[src/rtl/issue_queue_pkg.sv]
// Shared widths and the issue bundle layout consumed by the execute stage.
package issue_queue_pkg;

  localparam int unsigned WORD_LEN    = 32;
  localparam int unsigned PC_LEN      = 32;
  localparam int unsigned TAG_LEN     = 4;
  localparam int unsigned OPSEL_LEN   = 2;
  localparam int unsigned ALUFUNC_LEN = 4;

  typedef struct packed {
    logic [OPSEL_LEN-1:0]   opsel1;
    logic [OPSEL_LEN-1:0]   opsel2;
    logic [ALUFUNC_LEN-1:0] alu_func;
    logic [WORD_LEN-1:0]    rs1;
    logic [WORD_LEN-1:0]    rs2;
    logic [WORD_LEN-1:0]    imm;
    logic [PC_LEN-1:0]      pc;
    logic [TAG_LEN-1:0]     dst_tag;
  } iss_bundle_t;

endpackage

[src/rtl/iq_entry_wakeup.sv]
// One operand slot's compare/capture against the result broadcast bus.
module iq_entry_wakeup
  import issue_queue_pkg::*;
#(
  parameter int unsigned WORD    = 32,
  parameter int unsigned TAG_LEN = 4
) (
  input  logic               cdb_valid,
  input  logic [TAG_LEN-1:0] cdb_tag,
  input  logic [WORD-1:0]    cdb_value,
  input  logic               rdy,
  input  logic [TAG_LEN-1:0] tag,
  input  logic [WORD-1:0]    value,
  output logic               rdy_nxt_c,
  output logic [WORD-1:0]    value_nxt_c
);

  logic hit_c;

  // Only a still-pending operand may capture; ready operands keep their value.
  assign hit_c       = cdb_valid && !rdy && (tag == cdb_tag);
  assign rdy_nxt_c   = rdy | hit_c;
  assign value_nxt_c = hit_c ? cdb_value : value;

endmodule

[src/rtl/issue_queue.sv]
// Age-ordered compacting reservation station: CDB wakeup, oldest-ready select, registered issue.
module issue_queue
  import issue_queue_pkg::*;
#(
  parameter int unsigned WORD     = 32,
  parameter int unsigned ADDR_LEN = 32,
  parameter int unsigned TAG_LEN  = 4,
  parameter int unsigned DEPTH    = 4
) (
  input  logic                       clk,
  input  logic                       reset,
  input  logic                       flush,
  input  logic                       disp_valid,
  output logic                       disp_ready,
  input  logic [OPSEL_LEN-1:0]       disp_opsel1,
  input  logic [OPSEL_LEN-1:0]       disp_opsel2,
  input  logic [ALUFUNC_LEN-1:0]     disp_alu_func,
  input  logic [WORD-1:0]            disp_rs1_value,
  input  logic [WORD-1:0]            disp_rs2_value,
  input  logic [TAG_LEN-1:0]         disp_rs1_tag,
  input  logic [TAG_LEN-1:0]         disp_rs2_tag,
  input  logic                       disp_rs1_rdy,
  input  logic                       disp_rs2_rdy,
  input  logic [WORD-1:0]            disp_imm,
  input  logic [ADDR_LEN-1:0]        disp_pc,
  input  logic [TAG_LEN-1:0]         disp_dst_tag,
  input  logic                       cdb_valid,
  input  logic [TAG_LEN-1:0]         cdb_tag,
  input  logic [WORD-1:0]            cdb_value,
  output logic                       iss_valid,
  output logic [OPSEL_LEN-1:0]       iss_opsel1,
  output logic [OPSEL_LEN-1:0]       iss_opsel2,
  output logic [ALUFUNC_LEN-1:0]     iss_alu_func,
  output logic [WORD-1:0]            iss_rs1_value,
  output logic [WORD-1:0]            iss_rs2_value,
  output logic [WORD-1:0]            iss_imm,
  output logic [ADDR_LEN-1:0]        iss_pc,
  output logic [TAG_LEN-1:0]         iss_dst_tag,
  output logic [$clog2(DEPTH+1)-1:0] occupancy
);

  localparam int unsigned CNT_W = $clog2(DEPTH + 1);
  localparam int unsigned IDX_W = $clog2(DEPTH);

  typedef struct packed {
    logic [OPSEL_LEN-1:0]   opsel1;
    logic [OPSEL_LEN-1:0]   opsel2;
    logic [ALUFUNC_LEN-1:0] alu_func;
    logic [WORD-1:0]        rs1_value;
    logic [WORD-1:0]        rs2_value;
    logic [TAG_LEN-1:0]     rs1_tag;
    logic [TAG_LEN-1:0]     rs2_tag;
    logic                   rs1_rdy;
    logic                   rs2_rdy;
    logic [WORD-1:0]        imm;
    logic [ADDR_LEN-1:0]    pc;
    logic [TAG_LEN-1:0]     dst_tag;
  } entry_t;

  entry_t           ent_q    [DEPTH];
  entry_t           ent_woke [DEPTH];
  entry_t           ent_d    [DEPTH];
  entry_t           disp_ent;
  logic [CNT_W-1:0] count_q;
  logic [CNT_W-1:0] count_d;
  logic [CNT_W-1:0] cnt_after;
  logic             sel_found;
  logic [IDX_W-1:0] sel_idx;
  logic             disp_accept;
  logic             byp1;
  logic             byp2;

  logic             woke_rs1_rdy [DEPTH];
  logic             woke_rs2_rdy [DEPTH];
  logic [WORD-1:0]  woke_rs1_val [DEPTH];
  logic [WORD-1:0]  woke_rs2_val [DEPTH];

  assign disp_ready  = (count_q < CNT_W'(DEPTH));
  assign disp_accept = disp_valid && disp_ready && !flush;
  assign occupancy   = count_q;

  for (genvar g = 0; g < DEPTH; g++) begin : g_wake
    iq_entry_wakeup #(.WORD(WORD), .TAG_LEN(TAG_LEN)) u_rs1 (
      .cdb_valid  (cdb_valid),
      .cdb_tag    (cdb_tag),
      .cdb_value  (cdb_value),
      .rdy        (ent_q[g].rs1_rdy),
      .tag        (ent_q[g].rs1_tag),
      .value      (ent_q[g].rs1_value),
      .rdy_nxt_c  (woke_rs1_rdy[g]),
      .value_nxt_c(woke_rs1_val[g])
    );
    iq_entry_wakeup #(.WORD(WORD), .TAG_LEN(TAG_LEN)) u_rs2 (
      .cdb_valid  (cdb_valid),
      .cdb_tag    (cdb_tag),
      .cdb_value  (cdb_value),
      .rdy        (ent_q[g].rs2_rdy),
      .tag        (ent_q[g].rs2_tag),
      .value      (ent_q[g].rs2_value),
      .rdy_nxt_c  (woke_rs2_rdy[g]),
      .value_nxt_c(woke_rs2_val[g])
    );
  end

  // Stored entries with this edge's CDB capture applied.
  always_comb begin
    for (int i = 0; i < DEPTH; i++) begin
      ent_woke[i]           = ent_q[i];
      ent_woke[i].rs1_rdy   = woke_rs1_rdy[i];
      ent_woke[i].rs1_value = woke_rs1_val[i];
      ent_woke[i].rs2_rdy   = woke_rs2_rdy[i];
      ent_woke[i].rs2_value = woke_rs2_val[i];
    end
  end

  // Incoming entry, with same-edge CDB bypass for pending operands.
  always_comb begin
    byp1                   = !disp_rs1_rdy && cdb_valid && (disp_rs1_tag == cdb_tag);
    byp2                   = !disp_rs2_rdy && cdb_valid && (disp_rs2_tag == cdb_tag);
    disp_ent.opsel1        = disp_opsel1;
    disp_ent.opsel2        = disp_opsel2;
    disp_ent.alu_func      = disp_alu_func;
    disp_ent.rs1_value     = byp1 ? cdb_value : disp_rs1_value;
    disp_ent.rs2_value     = byp2 ? cdb_value : disp_rs2_value;
    disp_ent.rs1_tag       = disp_rs1_tag;
    disp_ent.rs2_tag       = disp_rs2_tag;
    disp_ent.rs1_rdy       = disp_rs1_rdy | byp1;
    disp_ent.rs2_rdy       = disp_rs2_rdy | byp2;
    disp_ent.imm           = disp_imm;
    disp_ent.pc            = disp_pc;
    disp_ent.dst_tag       = disp_dst_tag;
  end

  // Oldest ready entry, from registered state only.
  always_comb begin
    sel_found = 1'b0;
    sel_idx   = '0;
    for (int i = DEPTH - 1; i >= 0; i--) begin
      if ((CNT_W'(i) < count_q) && ent_q[i].rs1_rdy && ent_q[i].rs2_rdy) begin
        sel_found = 1'b1;
        sel_idx   = IDX_W'(i);
      end
    end
  end

  // Compaction: entries above the issued slot shift down; dispatch lands at the new tail.
  always_comb begin
    cnt_after = count_q - CNT_W'(sel_found);
    count_d   = cnt_after + CNT_W'(disp_accept);
    for (int i = 0; i < DEPTH; i++) begin
      ent_d[i] = ent_woke[i];
      if (sel_found && (IDX_W'(i) >= sel_idx)) begin
        ent_d[i] = ent_woke[(i < DEPTH - 1) ? i + 1 : i];
      end
      if (disp_accept && (CNT_W'(i) == cnt_after)) begin
        ent_d[i] = disp_ent;
      end
    end
    if (flush) begin
      count_d = '0;
    end
  end

  always_ff @(posedge clk or negedge reset) begin
    if (!reset) begin
      count_q <= '0;
      for (int i = 0; i < DEPTH; i++) begin
        ent_q[i] <= '0;
      end
    end else begin
      count_q <= count_d;
      for (int i = 0; i < DEPTH; i++) begin
        ent_q[i] <= ent_d[i];
      end
    end
  end

  // Issue register: data holds when nothing issues.
  always_ff @(posedge clk or negedge reset) begin
    if (!reset) begin
      iss_valid     <= 1'b0;
      iss_opsel1    <= '0;
      iss_opsel2    <= '0;
      iss_alu_func  <= '0;
      iss_rs1_value <= '0;
      iss_rs2_value <= '0;
      iss_imm       <= '0;
      iss_pc        <= '0;
      iss_dst_tag   <= '0;
    end else if (flush) begin
      iss_valid <= 1'b0;
    end else begin
      iss_valid <= sel_found;
      if (sel_found) begin
        iss_opsel1    <= ent_q[sel_idx].opsel1;
        iss_opsel2    <= ent_q[sel_idx].opsel2;
        iss_alu_func  <= ent_q[sel_idx].alu_func;
        iss_rs1_value <= ent_q[sel_idx].rs1_value;
        iss_rs2_value <= ent_q[sel_idx].rs2_value;
        iss_imm       <= ent_q[sel_idx].imm;
        iss_pc        <= ent_q[sel_idx].pc;
        iss_dst_tag   <= ent_q[sel_idx].dst_tag;
      end
    end
  end

endmodule

[config.mk]
export PLATFORM = sky130hd
export DESIGN_NAME = issue_queue
export DESIGN_NICKNAME = d
export VERILOG_FILES = /design/src/rtl/issue_queue_pkg.sv /design/src/rtl/iq_entry_wakeup.sv /design/src/rtl/issue_queue.sv
export SDC_FILE = /design/constraint.sdc
export NUM_CORES = 2
export LEC_CHECK = 0
export ABC_AREA = 1
export BUFFER_PORTS_ARGS = -buffer_cell sky130_fd_sc_hd__clkbuf_2
export CAP_MARGIN = 20
export CELL_PAD_IN_SITES_DETAIL_PLACEMENT = 0
export CELL_PAD_IN_SITES_GLOBAL_PLACEMENT = 2
export CORE_MARGIN = 2
export CORE_UTILIZATION = 38
export DETAILED_ROUTE_END_ITERATION = 12
export PLACE_DENSITY = 0.92
export REMOVE_ABC_BUFFERS = 1
export SYNTH_ARGS = -nofsm -noshare
export SYNTH_HDL_FRONTEND = slang
export SYNTH_SLANG_ARGS = --single-unit
[constraint.sdc]
create_clock -name clk -period 4.6 [get_ports clk]
set_input_delay 0 -clock clk [delete_from_list [all_inputs] [get_ports clk]]
set_output_delay 0 -clock clk [all_outputs]
set_load 0.02 [all_outputs]
==> metrics.md <==
| Metric | Value |
|---|---|
| Outcome | finished clean |
| Placeable Area | 111000 um^2 |
| First-pass GRT wire length | around 260 mm |
| Netlist Area Pre-Place | approximately 42000 um^2 |
| Register area share after synthesis | 0.439 |
| RSZ-0062 raised after global routing | false |
| DRC | 0 |
| Crit path DAT | ~4.8 ns |
| CTS max path bufs | 3 |
| Via density per instance | 5.54 |
| Cells after synthesis | slightly below 6000 |
| Gpl congestion | 0.834 |
| Synth Warn # | 0 |
| Synth cell types | 35 |
| Die Area | about 110000 um^2 |
| Die H | between 300 and 400 um |
| Fmax | roughly 240 MHz |
| Cell Chain, Critical Path | inv_2, nand2_1, nand3_1, nand2_2, nor2_2, inv_1, ha_1, ha_1, inv_1, nand2_1, nand2_1, inv_2, nand4_4, buf_4, nand2_4, inv_2, buf_6, o211ai_1, nand3_1, dlygate4sd3_1 |
| Worst clock skew | 0.0263 ns |
| CTS root buf | clkbuf_16 |
| Reg clk slew, reported paths | 0.06 ns |
| CTS tree | done |
| H-tree Lvls | 3 |
| WL/cell | roughly 22 um |
| GRT Total Usage | 0.292 |
| Static Leak | 26.0 nW |
| Most common cell after layout, fill and taps aside | nand2_1 |
| Worst hold path type | input pin to flop |
| Startpoint class of the critical path | flop |
| CP Capture Type | flop |
| Fin util | 0.455 |
| Clock Sinks | between 700 and 800 |
| Vias in the first global route | between 40000 and 50000 |
| EDFF count, synth | 0 |
| Largest net degree at the start of global routing | between 150 and 200 |
| CP top delay family | buffers and inverters |
| Max-slew violations | 0 |
| Io pins | around 340 |
| Worst vdd ir | between 0.8 and 0.9 mV |
| HPWL Detailed | ~90 mm |
| Fin crit share | 0.921 |
| Max Cap Viol | 0 |
| Async S/R FF share, synth | 1.00 |
| Area of the multi-input gates | around 19000 um^2 |
| Final Setup Violations | 0 |
| Prevailing post-synth register cell | dfrtp_1 |
| Drt initial violations | about 4000 |
| Initial antenna violation count | 6 |
| CP max stage delay | roughly 0.56 ns |
| Tmin final | roughly 4.2 ns |
| 1st-pass router iterations | 6 |
| Vias | between 40000 and 50000 |
| Horiz. Die Dim | 338 um |
| Final Total Pwr | approximately 41 mW |
| Power per cell area | 811 nW/um^2 |
| Final Hold Fails | 0 |
| Buf/Inv on CP | 8 |
| Worst EP required | between 5 and 6 ns |
| Clk_lat worst skew | between 0.6 and 0.7 ns |
| Final WL | 168 mm |
| Slew HR | 0.197 |
| Setup TNS | 0 ns |
| Setup CP Type | flop to flop |
| Synthesis-stage register bit count | 744 |
| Grt ovf | 0 |
| Post-CTS setup buffers | 0 |
| Storage element area | 18600 um^2 |
| Worst-Margin Slew | 1.20 ns |
| Syn Area/Cell | just over 7 um^2 |
| Slowest CP cell | dlygate4sd3_1 |
| Worst-path fanout max | 43 |
| P&R area growth vs syn | 18.9% |
| Fill cell count | about 11000 |
| Total CTS buffers | 92 |
| Initial core utilization | 0.383 |
| Final nets | 6415 |
| IO buf count | 335 |
| Most frequent cells in the layout | nand2_1, nand3_1, inv_1 |
| Antenna Nets Post-Route | 0 |
| Layout cell share with drive strength beyond 1 | 0.100 |
| Core Rows | 122 |
==> flip-flops by register name (all words and copies together), names as in the netlist, 3 cells and up <==
name / cells
ent_q: 600
iss_imm: 32
iss_pc: 32
iss_rs1_value: 32
iss_rs2_value: 32
iss_alu_func: 4
iss_dst_tag: 4
occupancy: 3
==> synth_stat cells (2+ instances only) <==
cell      count  area (um^2)
o221ai_1    240         2100
nor2_2        4         25.0
inv_2        15         56.3
nand4_2       2         25.0
clkbuf_1    180          676
buf_2       201         1010
o211ai_1    128          961
nand2_2       6         37.5
o21ai_0     212         1060
nand4_1     129          807
o21ai_1      10         50.1
nor2_4        5         56.3
nor3_1        2         10.0
xor2_1        4         35.0
and2_1       32          200
nand3_2       5         50.1
nor3_2        2         20.0
nor2_1      187          702
buf_1        30          113
inv_1       806         3030
a31oi_1       2         12.5
ha_1          3         37.5
nand2_1    1788         6710
a21oi_2       2         17.5
buf_6         7         78.8
dfrtp_1     744        18600
o22ai_1       4         25.0
a21oi_1       5         25.0
nand3_1    1140         5710
buf_4         9         67.6
==> path summary, 6_finish.rpt <==
kind	from	to	slack, ns	cells after the start
min in group asynchronous	reset	ent_q[595]$_DFFE_PN0P_	0.54	3
max reg2reg	occupancy[2]$_DFF_PN0_	ent_q[262]$_DFF_PN0_	0.36	20
max	occupancy[2]$_DFF_PN0_	ent_q[262]$_DFF_PN0_	0.36	20
max in group asynchronous	reset	ent_q[436]$_DFF_PN0_	2.75	4
min reg2reg	iss_rs1_value[14]$_DFFE_PN0P_	iss_rs1_value[14]$_DFFE_PN0P_	0.48	2
min	disp_valid	occupancy[0]$_DFF_PN0_	0.05	6
==> worst register-to-register path: stages, from the launching register on <==
cell and delay (ns):
dfrtp_1 0.46, inv_2 0.11, nand2_1 0.08, nand3_1 0.18, nand2_2 0.16, nor2_2 0.22, inv_1 0.07, ha_1 0.18
ha_1 0.19, inv_1 0.05, nand2_1 0.04, nand2_1 0.11, inv_2 0.10, nand4_4 0.09, buf_4 0.39, nand2_4 0.27
inv_2 0.13, buf_6 0.45, o211ai_1 0.23, nand3_1 0.11, dlygate4sd3_1 0.56
==> what timing repair did <==
item	4_1_cts	5_1_grt
endpoints found under the setup margin	0	10
hold buffers	219	0
hold endpoints to repair	694	0
resized for setup	0	1
==> cell type report <==
class / instances / share of cell area
clock inverters: 26 / 0.00653
multi-input cells: 3916 / 0.375
diodes: 3 / 0.000149
clock buffers: 143 / 0.0547
inverters: 822 / 0.0616
repair buffers: 645 / 0.0950
well taps: 1488 / 0.0370
flip-flops and latches: 744 / 0.370
==> report_power, final <==
group	switching, mW	internal [mW]	total [mW]
clock	3.04	4.45	7.49
combinational	15.5	6.84	22.4
sequential	1.35	9.67	11.0
total	19.9	21.0	40.9
==> layer usage <==
metal / vias up / part of all wire / global-route usage
met5: - / 0.00031 / 0
met3: 407 / 0.083 / 0.0474
met4: 8 / 0.037 / 0.109
met1: 20733 / 0.42 / 0.390
li1: 19962 / - / -
met2: 2005 / 0.46 / 0.476
==> kinds of logic after synthesis <==
group	after synthesis	synth area share
xor+xnor	4	0.000827
buf+inv	1249	0.119
simple gates	3304	0.339
fa+ha+maj	3	0.000886
compound gates	605	0.101
flops	744	0.439
==> metrics by stage <==
stage	setup WS [ns]	instance area [um^2]	hold slack (ns)	std cells
2_1_floorplan	-8.08	40400	-0.296	5482
3_3_place_gp	0.828	45100	0.119	7395
3_5_place_dp	0.763	45100	0.119	7395
4_1_cts	0.264	50300	0.0174	7783
5_1_grt	0.115	50400	0.0433	7786
6_report	0.362	50400	0.0502	7787
Note: power is estimated with default switching activity, not from simulation.
